[config.mk]
export PLATFORM = sky130hd
export DESIGN_NAME = gray2bin_rr_arbiter_flat
export DESIGN_NICKNAME = d
export VERILOG_FILES = /design/src/rtl/gray2bin_rr_arbiter_if.sv /design/src/rtl/gray2bin_rr_arbiter.sv /design/src/flat_wrapper.sv
export SDC_FILE = /design/constraint.sdc
export NUM_CORES = 1
export LEC_CHECK = 0
export CORE_UTILIZATION = 40
export CTS_CLUSTER_DIAMETER = 40
export DETAILED_ROUTE_END_ITERATION = 7
export GPL_ROUTABILITY_DRIVEN = 0
export PLACE_DENSITY = 0.76
export SLEW_MARGIN = 15
export SYNTH_ARGS = -nofsm -noshare
export SYNTH_HDL_FRONTEND = slang
export SYNTH_SLANG_ARGS = --single-unit
export TNS_END_PERCENT = 30
[constraint.sdc]
create_clock -name clk -period 1.9 [get_ports clk]
set_input_delay 0.38 -clock clk [delete_from_list [all_inputs] [get_ports clk]]
set_output_delay 0.38 -clock clk [all_outputs]
set_load 0.01 [all_outputs]
[src/rtl/gray2bin_rr_arbiter_if.sv]
// Request/grant and result handshake bundle for the shared Gray-to-binary converter.
interface gray2bin_rr_arbiter_if #(
  parameter int unsigned NREQ  = 4,
  parameter int unsigned WIDTH = 8,
  parameter int unsigned IDW   = 2
);
  logic [NREQ-1:0]       req;
  logic [NREQ*WIDTH-1:0] gray_in;
  logic [NREQ-1:0]       gnt;
  logic [WIDTH-1:0]      bin_out;
  logic [IDW-1:0]        out_id;
  logic                  out_valid;
  logic                  out_ready;
  logic                  busy;

  // Requesters and consumer side.
  modport master (
    output req, gray_in, out_ready,
    input  gnt, bin_out, out_id, out_valid, busy
  );

  // Arbiter/converter side.
  modport slave (
    input  req, gray_in, out_ready,
    output gnt, bin_out, out_id, out_valid, busy
  );
endinterface

[src/rtl/gray2bin_rr_arbiter.sv]
// Round-robin arbiter that time-shares one registered Gray-to-binary converter among NREQ
// requesters. One word in flight at a time: IDLE -> CONV -> HOLD -> IDLE.
module gray2bin_rr_arbiter #(
  parameter int unsigned NREQ  = 4,
  parameter int unsigned WIDTH = 8,
  parameter int unsigned IDW   = 2
) (
  input logic                clk,
  input logic                rst,
  gray2bin_rr_arbiter_if.slave bus
);

  typedef enum logic [1:0] {StIdle, StConv, StHold} state_e;

  localparam logic [IDW:0]   NReqW  = (IDW+1)'(NREQ);
  localparam logic [IDW-1:0] LastId = IDW'(NREQ - 1);

  state_e           state_q;
  logic [NREQ-1:0]  gnt_q;
  logic [WIDTH-1:0] gray_q;
  logic [WIDTH-1:0] bin_q;
  logic [IDW-1:0]   id_q;
  logic [IDW-1:0]   out_id_q;
  logic [IDW-1:0]   rr_ptr_q;
  logic             out_valid_q;

  logic             win_found;
  logic [IDW-1:0]   win_idx;
  logic [WIDTH-1:0] win_gray;
  logic [IDW-1:0]   next_ptr;

  // B[msb] = G[msb]; each lower bit XORs in the binary bit above it.
  function automatic logic [WIDTH-1:0] g2b(input logic [WIDTH-1:0] g);
    logic [WIDTH-1:0] b;
    b[WIDTH-1] = g[WIDTH-1];
    for (int i = int'(WIDTH) - 2; i >= 0; i--) begin
      b[i] = b[i+1] ^ g[i];
    end
    return b;
  endfunction

  // Search rr_ptr, rr_ptr+1, ... (mod NREQ); first active request wins.
  always_comb begin
    logic [IDW:0]   sum;
    logic [IDW-1:0] cand;
    win_found = 1'b0;
    win_idx   = '0;
    sum       = '0;
    cand      = '0;
    for (int unsigned k = 0; k < NREQ; k++) begin
      sum = {1'b0, rr_ptr_q} + (IDW+1)'(k);
      if (sum >= NReqW) begin
        sum = sum - NReqW;
      end
      cand = sum[IDW-1:0];
      if (!win_found && bus.req[cand]) begin
        win_found = 1'b1;
        win_idx   = cand;
      end
    end
  end

  // Pick the winner's word out of the packed Gray bus.
  always_comb begin
    win_gray = '0;
    for (int unsigned i = 0; i < NREQ; i++) begin
      if (IDW'(i) == win_idx) begin
        win_gray = bus.gray_in[i*WIDTH +: WIDTH];
      end
    end
  end

  // Pointer moves just past the requester that was served, so it ends up last in line.
  always_comb begin
    next_ptr = (id_q == LastId) ? '0 : id_q + 1'b1;
  end

  // Control FSM with all outputs registered; reset drops any in-flight word.
  always_ff @(posedge clk) begin
    if (rst) begin
      state_q     <= StIdle;
      gnt_q       <= '0;
      gray_q      <= '0;
      id_q        <= '0;
      bin_q       <= '0;
      out_id_q    <= '0;
      out_valid_q <= 1'b0;
      rr_ptr_q    <= '0;
    end else begin
      unique case (state_q)
        StIdle: begin
          if (win_found) begin
            gray_q  <= win_gray;
            id_q    <= win_idx;
            gnt_q   <= NREQ'(1) << win_idx;
            state_q <= StConv;
          end else begin
            gnt_q <= '0;
          end
        end
        StConv: begin
          gnt_q       <= '0;
          bin_q       <= g2b(gray_q);
          out_id_q    <= id_q;
          out_valid_q <= 1'b1;
          state_q     <= StHold;
        end
        StHold: begin
          if (bus.out_ready) begin
            out_valid_q <= 1'b0;
            rr_ptr_q    <= next_ptr;
            state_q     <= StIdle;
          end
        end
        default: begin
          gnt_q       <= '0;
          out_valid_q <= 1'b0;
          state_q     <= StIdle;
        end
      endcase
    end
  end

  assign bus.gnt       = gnt_q;
  assign bus.bin_out   = bin_q;
  assign bus.out_id    = out_id_q;
  assign bus.out_valid = out_valid_q;
  assign bus.busy      = (state_q != StIdle);

endmodule
[src/flat_wrapper.sv]
// flat-port wrapper written by rule: the top's interface ports become plain ports
module gray2bin_rr_arbiter_flat 
#(
  parameter int unsigned NREQ  = 4,
  parameter int unsigned WIDTH = 8,
  parameter int unsigned IDW   = 2
)
  (clk, rst, bus_req, bus_gray_in, bus_out_ready, bus_gnt, bus_bin_out, bus_out_id, bus_out_valid, bus_busy);
  gray2bin_rr_arbiter_if #(.NREQ(NREQ), .WIDTH(WIDTH), .IDW(IDW)) bus_i ();
  input logic clk;
  input logic rst;
  input wire logic [$bits(bus_i.req)-1:0] bus_req;
  input wire logic [$bits(bus_i.gray_in)-1:0] bus_gray_in;
  input wire logic [$bits(bus_i.out_ready)-1:0] bus_out_ready;
  output wire logic [$bits(bus_i.gnt)-1:0] bus_gnt;
  output wire logic [$bits(bus_i.bin_out)-1:0] bus_bin_out;
  output wire logic [$bits(bus_i.out_id)-1:0] bus_out_id;
  output wire logic [$bits(bus_i.out_valid)-1:0] bus_out_valid;
  output wire logic [$bits(bus_i.busy)-1:0] bus_busy;
  assign bus_i.req = bus_req;
  assign bus_i.gray_in = bus_gray_in;
  assign bus_i.out_ready = bus_out_ready;
  assign bus_gnt = bus_i.gnt;
  assign bus_bin_out = bus_i.bin_out;
  assign bus_out_id = bus_i.out_id;
  assign bus_out_valid = bus_i.out_valid;
  assign bus_busy = bus_i.busy;
  gray2bin_rr_arbiter #(.NREQ(NREQ), .WIDTH(WIDTH), .IDW(IDW)) u_core (.clk(clk), .rst(rst), .bus(bus_i));
endmodule
---- After elaboration in Yosys (flattened, before gate mapping) ----
Index checks and enable logic that the tools add are counted.
word-level totals
  ROM bits ................................ 0
  memory bits (writable) .................. 0
  logic and storage cells ................. 86
  memories kept ........................... 0
  register bits ........................... 29
  output and inout bits ................... 16
  bits of input ports ..................... 39
  latch bits .............................. 0
operators by class
  shift operators ......................... 1
  multipliers ............................. 0
  reduce and logical (&&, ||, !) cells .... 13
  mux-type cells .......................... 32
  bitwise operators ....................... 8
  divide/modulo/power cells ............... 0
  $add $sub $neg .......................... 8
  $lt $le $gt $ge ......................... 8
  equality and inequality tests ........... 8
operator list
  cell                                                        number
  two-way mux 8 bit                                           4
  two-way mux 2 bit                                           11
  less-than comparator 2 x 3 -> 1 bit, second input constant  4
  >= comparator 3 bit, second input constant                  3
  two-way mux 1 bit                                           9
  binary-select mux 1 bit (select 2 bit)                      4
  case mux 4 bit (2 select lines)                             1
  AND reduction 2 bit                                         4
  subtractor 2 x 1 -> 2 bit, second input constant            4
  XOR 1 bit                                                   7
  adder 2 x 2 -> 3 bit, second input constant                 2
  case mux 2 bit (3 select lines)                             1
  == test 2 bit, first input constant                         2
  == test 2 bit, second input constant                        2
  zero test 2 bit                                             2
  two-way mux 4 bit                                           1
  left shift 1 x 2 -> 4 bit, first input constant             1
  adder 2 x 1 -> 3 bit, second input constant                 1
  >= comparator 2 x 3 -> 1 bit, second input constant         1
  logical AND 1 bit                                           3
  zero test 1 bit                                             3
  case mux 1 bit (3 select lines)                             1
  adder 2 x 1 -> 2 bit, second input constant                 1
  == test 1 x 2 -> 1 bit, first input constant                1
  5 further kinds                                             5

---- Longest topological paths before layout ----
Gate-level depths: netlist (run 1).
  depth after elaboration ................. 19
  mapped depth ............................ 7

---- Worst setup path before layout (run 1) ----
Ideal clock, no wire load.
  kind .................................... flip-flop to flip-flop
  start ................................... register u_core.gray_q[7]
  end ..................................... register u_core.bin_q[0], in the netlist u_core.bus.bin_out[0]
  buffers on the path ..................... 0
  cell stages (with the launch flop) ...... 6
  data arrival time ....................... 1.763 ns
  data required time ...................... 1.821 ns
  slack ................................... 0.057 ns
  path through ............................ dfxtp_1 -> xor3_2 -> xnor2_4 -> xor3_2 -> xnor2_1 -> a211oi_2
on the way
  word-level cells in the longest chain between the ends .. 7
RTL lines
  what                    line                        RTL
  from (decl)             gray2bin_rr_arbiter.sv:20   logic [WIDTH-1:0] gray_q;
  from (signal assigned)  gray2bin_rr_arbiter.sv:93   gray_q <= win_gray;
  XOR 1 bit (7 in a row)  gray2bin_rr_arbiter.sv:37   b[i] = b[i+1] ^ g[i];
  to (signal assigned)    gray2bin_rr_arbiter.sv:103  bin_q <= g2b(gray_q);
  to (decl)               gray2bin_rr_arbiter.sv:21   logic [WIDTH-1:0] bin_q;
Every way passes these cells.
A chain may end at the register's enable or synchronous reset.

---- Worst setup path after layout (run 1) ----
  start ................................... register u_core.state_q[1]
  end ..................................... output port bus_busy
on the way
  word-level cells in the longest chain between the ends .. 1
RTL lines
  what                    line                        RTL
  from (decl)             gray2bin_rr_arbiter.sv:18   state_e state_q;
  from (signal assigned)  gray2bin_rr_arbiter.sv:81   state_q <= StIdle;
  from (signal assigned)  gray2bin_rr_arbiter.sv:96   state_q <= StConv;
  from (signal assigned)  gray2bin_rr_arbiter.sv:106  state_q <= StHold;
  nonzero test 2 bit      gray2bin_rr_arbiter.sv:128  assign bus.busy = (state_q != StIdle);
  to (decl)               flat_wrapper.sv:19          output wire logic [$bits(bus_i.busy)-1:0] bus_busy;
Every way passes these cells.

==> impl_metrics.toml, run 1 <==
[routing]
ant_nets = 0
drt_iter0_drc = 99
dr_wl_met2_um = 1660
dr_total_vias = 1515
vias_per_cell = 5.21
wl_met1_um = 1780
top_layer_used = "met4"
wl_met3_um = 214
drc = 0
dr.pass1.iters = 4
wl_per_cell_um = 12.8
routed_wl_um = 3730

[floorplan]
core_area_um2 = 3690
dieWidth_um = 64.1
die_height_um = 64.1
start_util_pct = 41.9
io_pins = 55
die-area_um2 = 4110
rows = 22

[power_and_ir_drop]
p_total_mw = 1.91
comb_power_share_pct = 35.2
power.sequential.fraction_pct = 38.0
power.leakage_nw = 0.883
swShare_pct = 28.7
peakVddDrop_v = 0.000321
p_per_area_nw_per_um2 = 794
clockPowerShare_pct = 26.8
p_int_mw = 1.36
power.switching_uw = 546

[global_routing]
antenna_found_initial = 0
grt-ovfl-total = 0
grt_pass1_vias = 1391
grt_use_total_pct = 19.4
grt_pass1_wl_um = 6030
grt_max_degree = 29

[timing]
timing_hold_violations_final = 0
tightest_slew_ns = 0.453
post-route-min-period_ns = 1.83
slew_headroom_pct = 69.7
period_share_pct = 96.4
clock.fmax_mhz = 546
finalSetupViolCount = 0
slew_violations = 0
worst_clock_skew_ns = 0.00715
hold_slack_ns = 0.452
finalSetupTns_ns = 0

[logic_synthesis]
yosysSeqAreaShare_pct = 37.6
syn-cell-area_um2 = 1540
synth_nets = 215
synth_seq_cells = 29
synth_top_family_by_area = "simple AND/OR/NAND/NOR gates"
synth-simple-area-share_pct = 26.7
synth-compound-area-share_pct = 22.1
synth.distinct_cells = 29
synthAdderAreaFrac_pct = 0.810
muxShareOfSynthArea_pct = 0.648
synthCells = 175
synth_warnings = 0
synth_xor_area_share_pct = 7.86
synth_area_per_cell_um2 = 8.82

[worst_setup_path]
cp_data_required_time_ns = 1.52
end_kind = "primary output"
r2r_start = "u_core.gray_q[6]"
start_kind = "register"
path_max_fanout = 6
path_class = "reg2out"
r2r.worst_path.cells = 5
timing.rr.end = "u_core.bus.bin_out[0]"
regToRegSetupSlack_ns = 0.08
worstPathArrival_ns = 1.45

[finish]
mostFrequentLayoutCells = "clkdlybuf4s50_1, dfxtp_1, nand2_1"
final_util_pct = 65.1
mostFrequentLayoutCell = "clkdlybuf4s50_1"
regArea_um2 = 582
multi_input_area_um2 = 926
drive_gt1_share_pct = 16.5
finalNetCount = 283
fin_cells = 291
fill_cells = 340
num_antenna_cells = 0
area_growth_pct = 55.5

[placement]
dp_hpwl_um = 2650
io_buffers = 54
dp.cells = 279

[clock_network]
clock_latency_ns = 0.29
clockBufferDepth = 2
postCtsHoldBufs = 0
htreeDepth = 2
tritoncts = "yes"
cts.clk_slew.worst_paths_ns = 0.06
cts_buffers = 5
clock-sinks = 29
root_buffer = "clkbuf_8"

[worst_hold_path]
hold_end = "u_core.bus.out_id[0]"
min_from = "u_core.bus.out_id[0]"
hold_depth = 2
holdCritPathClass = "reg2reg"

[run]
maxCapViolations = 0

[outcome]
status = "completed"
==> flip-flops by register name, summed over array words and instances, names as in the netlist <==
signal,cells
u_core.rr_ptr_q,2
u_core.gray_q,8
u_core.bus.bin_out,8
u_core.bus.out_id,2
u_core.bus.gnt,4
u_core.bus.out_valid,1
u_core.state_q,2
u_core.id_q,2
==> worst max path at each step <==
stage / depth (start not counted) / to / from
2_1_floorplan: 5 / u_core.bus.bin_out[0] / u_core.gray_q[7]
5_1_grt: 5 / u_core.bus.bin_out[0] / u_core.gray_q[6]
6_report: 2 / bus_busy / u_core.state_q[1]
3_5_place_dp: 7 / u_core.gray_q[4] / bus_req[2]
4_1_cts: 5 / u_core.bus.bin_out[0] / u_core.gray_q[7]
3_3_place_gp: 7 / u_core.gray_q[4] / bus_req[2]
==> area by class of cell <==
cell class / count / share of cell area (%)
clock buffers: 7 / 3.60
inverters: 2 / 0.313
multi-input cells: 132 / 38.6
flip-flops and latches: 29 / 24.2
well taps: 48 / 2.50
repair buffers: 73 / 30.8
==> power groups by stage <==
stage	combinational (mW)	sequential (mW)	clock, mW
after floorplan	0.373	0.745	0
after global placement	0.619	0.734	0
after detailed placement	0.623	0.736	0
after CTS	0.627	0.723	0.522
after global routing	0.732	0.733	0.544
final	0.671	0.725	0.511
==> layer usage <==
| metal | up-vias | track usage (%) |
|---|---|---|
| li1 | 770 | - |
| met1 | 680 | 23.5 |
| met2 | 58 | 31.1 |
| met3 | 7 | 5.89 |
| met4 | 0 | 9.17 |
| met5 | - | 0 |
==> worst max-delay path: stages, from the launching register on <==
cell and delay [ns]:
dfxtp_1 0.34, or2_2 0.34, clkdlybuf4s50_1 0.48
==> cells by family after synthesis <==
group	Yosys count
xor+xnor	8
compound gates	46
fa+ha+maj	1
simple gates	76
buf+inv	14
mux	1
flops	29
==> per-stage QoR <==
stage	worst slack [ns]	instance area, um2
detailed placement	-0.319	2220
floorplan	0.0573	1540
global placement	-0.236	2220
finish	0.0693	2400
global route	-0.00539	2400
CTS	0.0310	2310
==> Yosys cell counts <==
| cell | number | area (um2) |
|---|---|---|
| a21oi_1 | 13 | 65.1 |
| dfxtp_1 | 29 | 581 |
| a311oi_4 | 1 | 26.3 |
| nand2b_1 | 3 | 18.8 |
| buf_2 | 1 | 5.00 |
| xnor2_4 | 1 | 27.5 |
| clkbuf_1 | 9 | 33.8 |
| nor4_1 | 1 | 6.26 |
| mux2i_1 | 1 | 10.0 |
| buf_6 | 1 | 11.3 |
| nand3b_1 | 8 | 60.1 |
| or2_2 | 2 | 12.5 |
| or2_1 | 1 | 6.26 |
| xor3_2 | 2 | 50.1 |
| nor3_1 | 3 | 15.0 |
| or3_1 | 2 | 12.5 |
| buf_4 | 1 | 7.51 |
| nand3_1 | 1 | 5.00 |
| a211oi_2 | 1 | 12.5 |
| a32oi_1 | 4 | 35.0 |
| nor2b_1 | 4 | 25.0 |
| nor2_1 | 16 | 60.1 |
| inv_1 | 2 | 7.51 |
| nor3b_1 | 16 | 120 |
| nand2_1 | 19 | 71.3 |
| ha_1 | 1 | 12.5 |
| xnor2_1 | 5 | 43.8 |
| a211oi_1 | 19 | 143 |
| o31ai_1 | 8 | 60.1 |
==> timing repair <==
| item | in CTS | in global routing |
|---|---|---|
| setup endpoints to repair | 1 | 10 |
| gates cloned | 0 | 2 |
| pin swaps | 0 | 6 |
| gates resized for setup | 1 | 12 |
| buffers inserted | 0 | 3 |
Power figures use the tool's default switching activity.
==> run 2: changes to the inputs <==
SETUP_SLACK_MARGIN = 0.02   (was unset)
==> run 2 against run 1 <==
- non-clock buffer count stayed put
- maximum frequency grew 2.8%
- first-iteration DRC count is 19% lower
- via count is 0.59% lower
- die area stayed put
- design area up 0.21%
- sequential power barely moved
- critical endpoint is now u_core.bus.bin_out[0]
==> impl_metrics.toml, run 2 (synthesis gave the netlist of run 1 again) <==
[outcome]
status = "completed"

[routing]
drc = 0
dr_total_vias = 1506
routed_wl_um = 3690
dr.pass1.iters = 4
vias_per_cell = 5.18
ant_nets = 0
drt_iter0_drc = 80
wl_per_cell_um = 12.7

[timing]
slew_violations = 0
clock.fmax_mhz = 561
post-route-min-period_ns = 1.78
timing_hold_violations_final = 0
slew_headroom_pct = 69.8
period_share_pct = 93.7
finalSetupViolCount = 0
tightest_slew_ns = 0.452
worst_clock_skew_ns = 0.00744
rsz0062_at_grt = "yes"

[worst_setup_path]
start_kind = "register"
r2r_start = "u_core.gray_q[6]"
path_max_fanout = 4
end_kind = "register"
cp_data_required_time_ns = 2.10
timing.rr.end = "u_core.bus.bin_out[0]"
r2r.worst_path.cells = 5
worstPathArrival_ns = 1.98
path_class = "reg2reg"
startpoint = "u_core.gray_q[6]"
crit_end = "u_core.bus.bin_out[0]"
regToRegSetupSlack_ns = 0.12

[run]
maxCapViolations = 0

[floorplan]
start_util_pct = 41.9
dieWidth_um = 64.1
rows = 22
core_area_um2 = 3690
die_height_um = 64.1
die-area_um2 = 4110
io_pins = 55

[clock_network]
cts_buffers = 5
cts.clk_slew.worst_paths_ns = 0.06
htreeDepth = 2
clock-sinks = 29
clock_latency_ns = 0.29
tritoncts = "yes"
root_buffer = "clkbuf_8"
clockBufferDepth = 2

[placement]
dpl-instance-area_um2 = 2220
dp_hpwl_um = 2650
io_buffers = 54

[finish]
area_growth_pct = 55.8
drive_gt1_share_pct = 16.5
finalInstanceArea_um2 = 2410
fill_cells = 340
mostFrequentLayoutCell = "clkdlybuf4s50_1"
num_antenna_cells = 0
mostFrequentLayoutCells = "clkdlybuf4s50_1, dfxtp_1, nand2_1"
finalNetCount = 283

[worst_hold_path]
hold_depth = 2
holdCritPathClass = "reg2reg"

[power_and_ir_drop]
peakVddDrop_v = 0.000323
power.leakage_nw = 0.894
p_per_area_nw_per_um2 = 792
p_total_mw = 1.91

[global_routing]
grt_max_degree = 29
grt-ovfl-total = 0
antenna_found_initial = 0
grt_pass1_wl_um = 6030
grt_use_total_pct = 19.4
grt_pass1_vias = 1391
run 2: worst min-delay path by stage:
| stage | startpoint | to | slack, ns |
|---|---|---|---|
| global placement | u_core.bus.bin_out[3] | u_core.bus.bin_out[3] | 0.44 |
| global route | u_core.bus.bin_out[5] | u_core.bus.bin_out[5] | 0.48 |
| finish | u_core.bus.out_id[0] | u_core.bus.out_id[0] | 0.45 |
| detailed placement | u_core.bus.out_id[0] | u_core.bus.out_id[0] | 0.45 |
| CTS | u_core.bus.out_id[0] | u_core.bus.out_id[0] | 0.46 |
| floorplan | u_core.id_q[1] | u_core.bus.out_id[1] | 0.45 |
run 2: metal layers:
| layer | vias to the layer above | track usage (%) | routed length [um] |
|---|---|---|---|
| li1 | 768 | - | - |
| met3 | 7 | 5.89 | 205 |
| met5 | - | 0 | 0 |
| met4 | 0 | 9.17 | 78 |
| met2 | 56 | 31.1 | 1680 |
| met1 | 675 | 23.5 | 1730 |
run 2: critical path: stages, from the launching register on:
cell and delay (ns):
dfxtp_2 0.35, xor3_2 0.49, xnor2_4 0.23, xor3_2 0.30, xnor2_1 0.15, a211oi_2 0.17
run 2: area by class of cell:
type | instances | area [um2] | share of cell area [%]
Inverter | 2 | 7.51 | 0.312
Multi-Input combinational cell | 132 | 926 | 38.5
Tap cell | 48 | 60.1 | 2.50
Sequential cell | 29 | 582 | 24.2
Timing Repair Buffer | 73 | 744 | 30.9
Clock buffer | 7 | 86.3 | 3.59
run 2: repair_timing:
action                                 4_1_cts  5_1_grt
setup buffers                                0        3
hold buffers                                 0        0
setup endpoints to repair                    2       11
pin swaps                                    0        7
cloned                                       0        2
resized for setup                            1       14
endpoints found under the hold margin        0        0
run 2: where the power goes:
part | internal (mW) | switching [mW] | leakage [nW]
registers | 0.676 | 0.0490 | 0.238
logic | 0.399 | 0.271 | 0.612
clock network | 0.286 | 0.225 | 0.0443
total | 1.36 | 0.545 | 0.894
run 2: stage by stage:
step	hold slack (ns)	setup TNS (ns)	worst slack [ns]	utilization [%]	std cells
2_1_floorplan	0.449	0	0.0573	-	175
3_3_place_gp	0.441	-2.17	-0.236	60.1	279
3_5_place_dp	0.449	-2.79	-0.319	60.1	279
4_1_cts	0.457	0	0.0310	62.6	286
5_1_grt	0.478	0	0.00814	65.2	291
6_report	0.452	0	0.119	65.2	291
==> run 3: changes to the inputs <==
CTS_CLUSTER_DIAMETER = 200   (was 40)
SLEW_MARGIN = 5   (was 15)
==> results of run 3 <==
The final DEF is identical to that of run 2; final timing and power are the same.
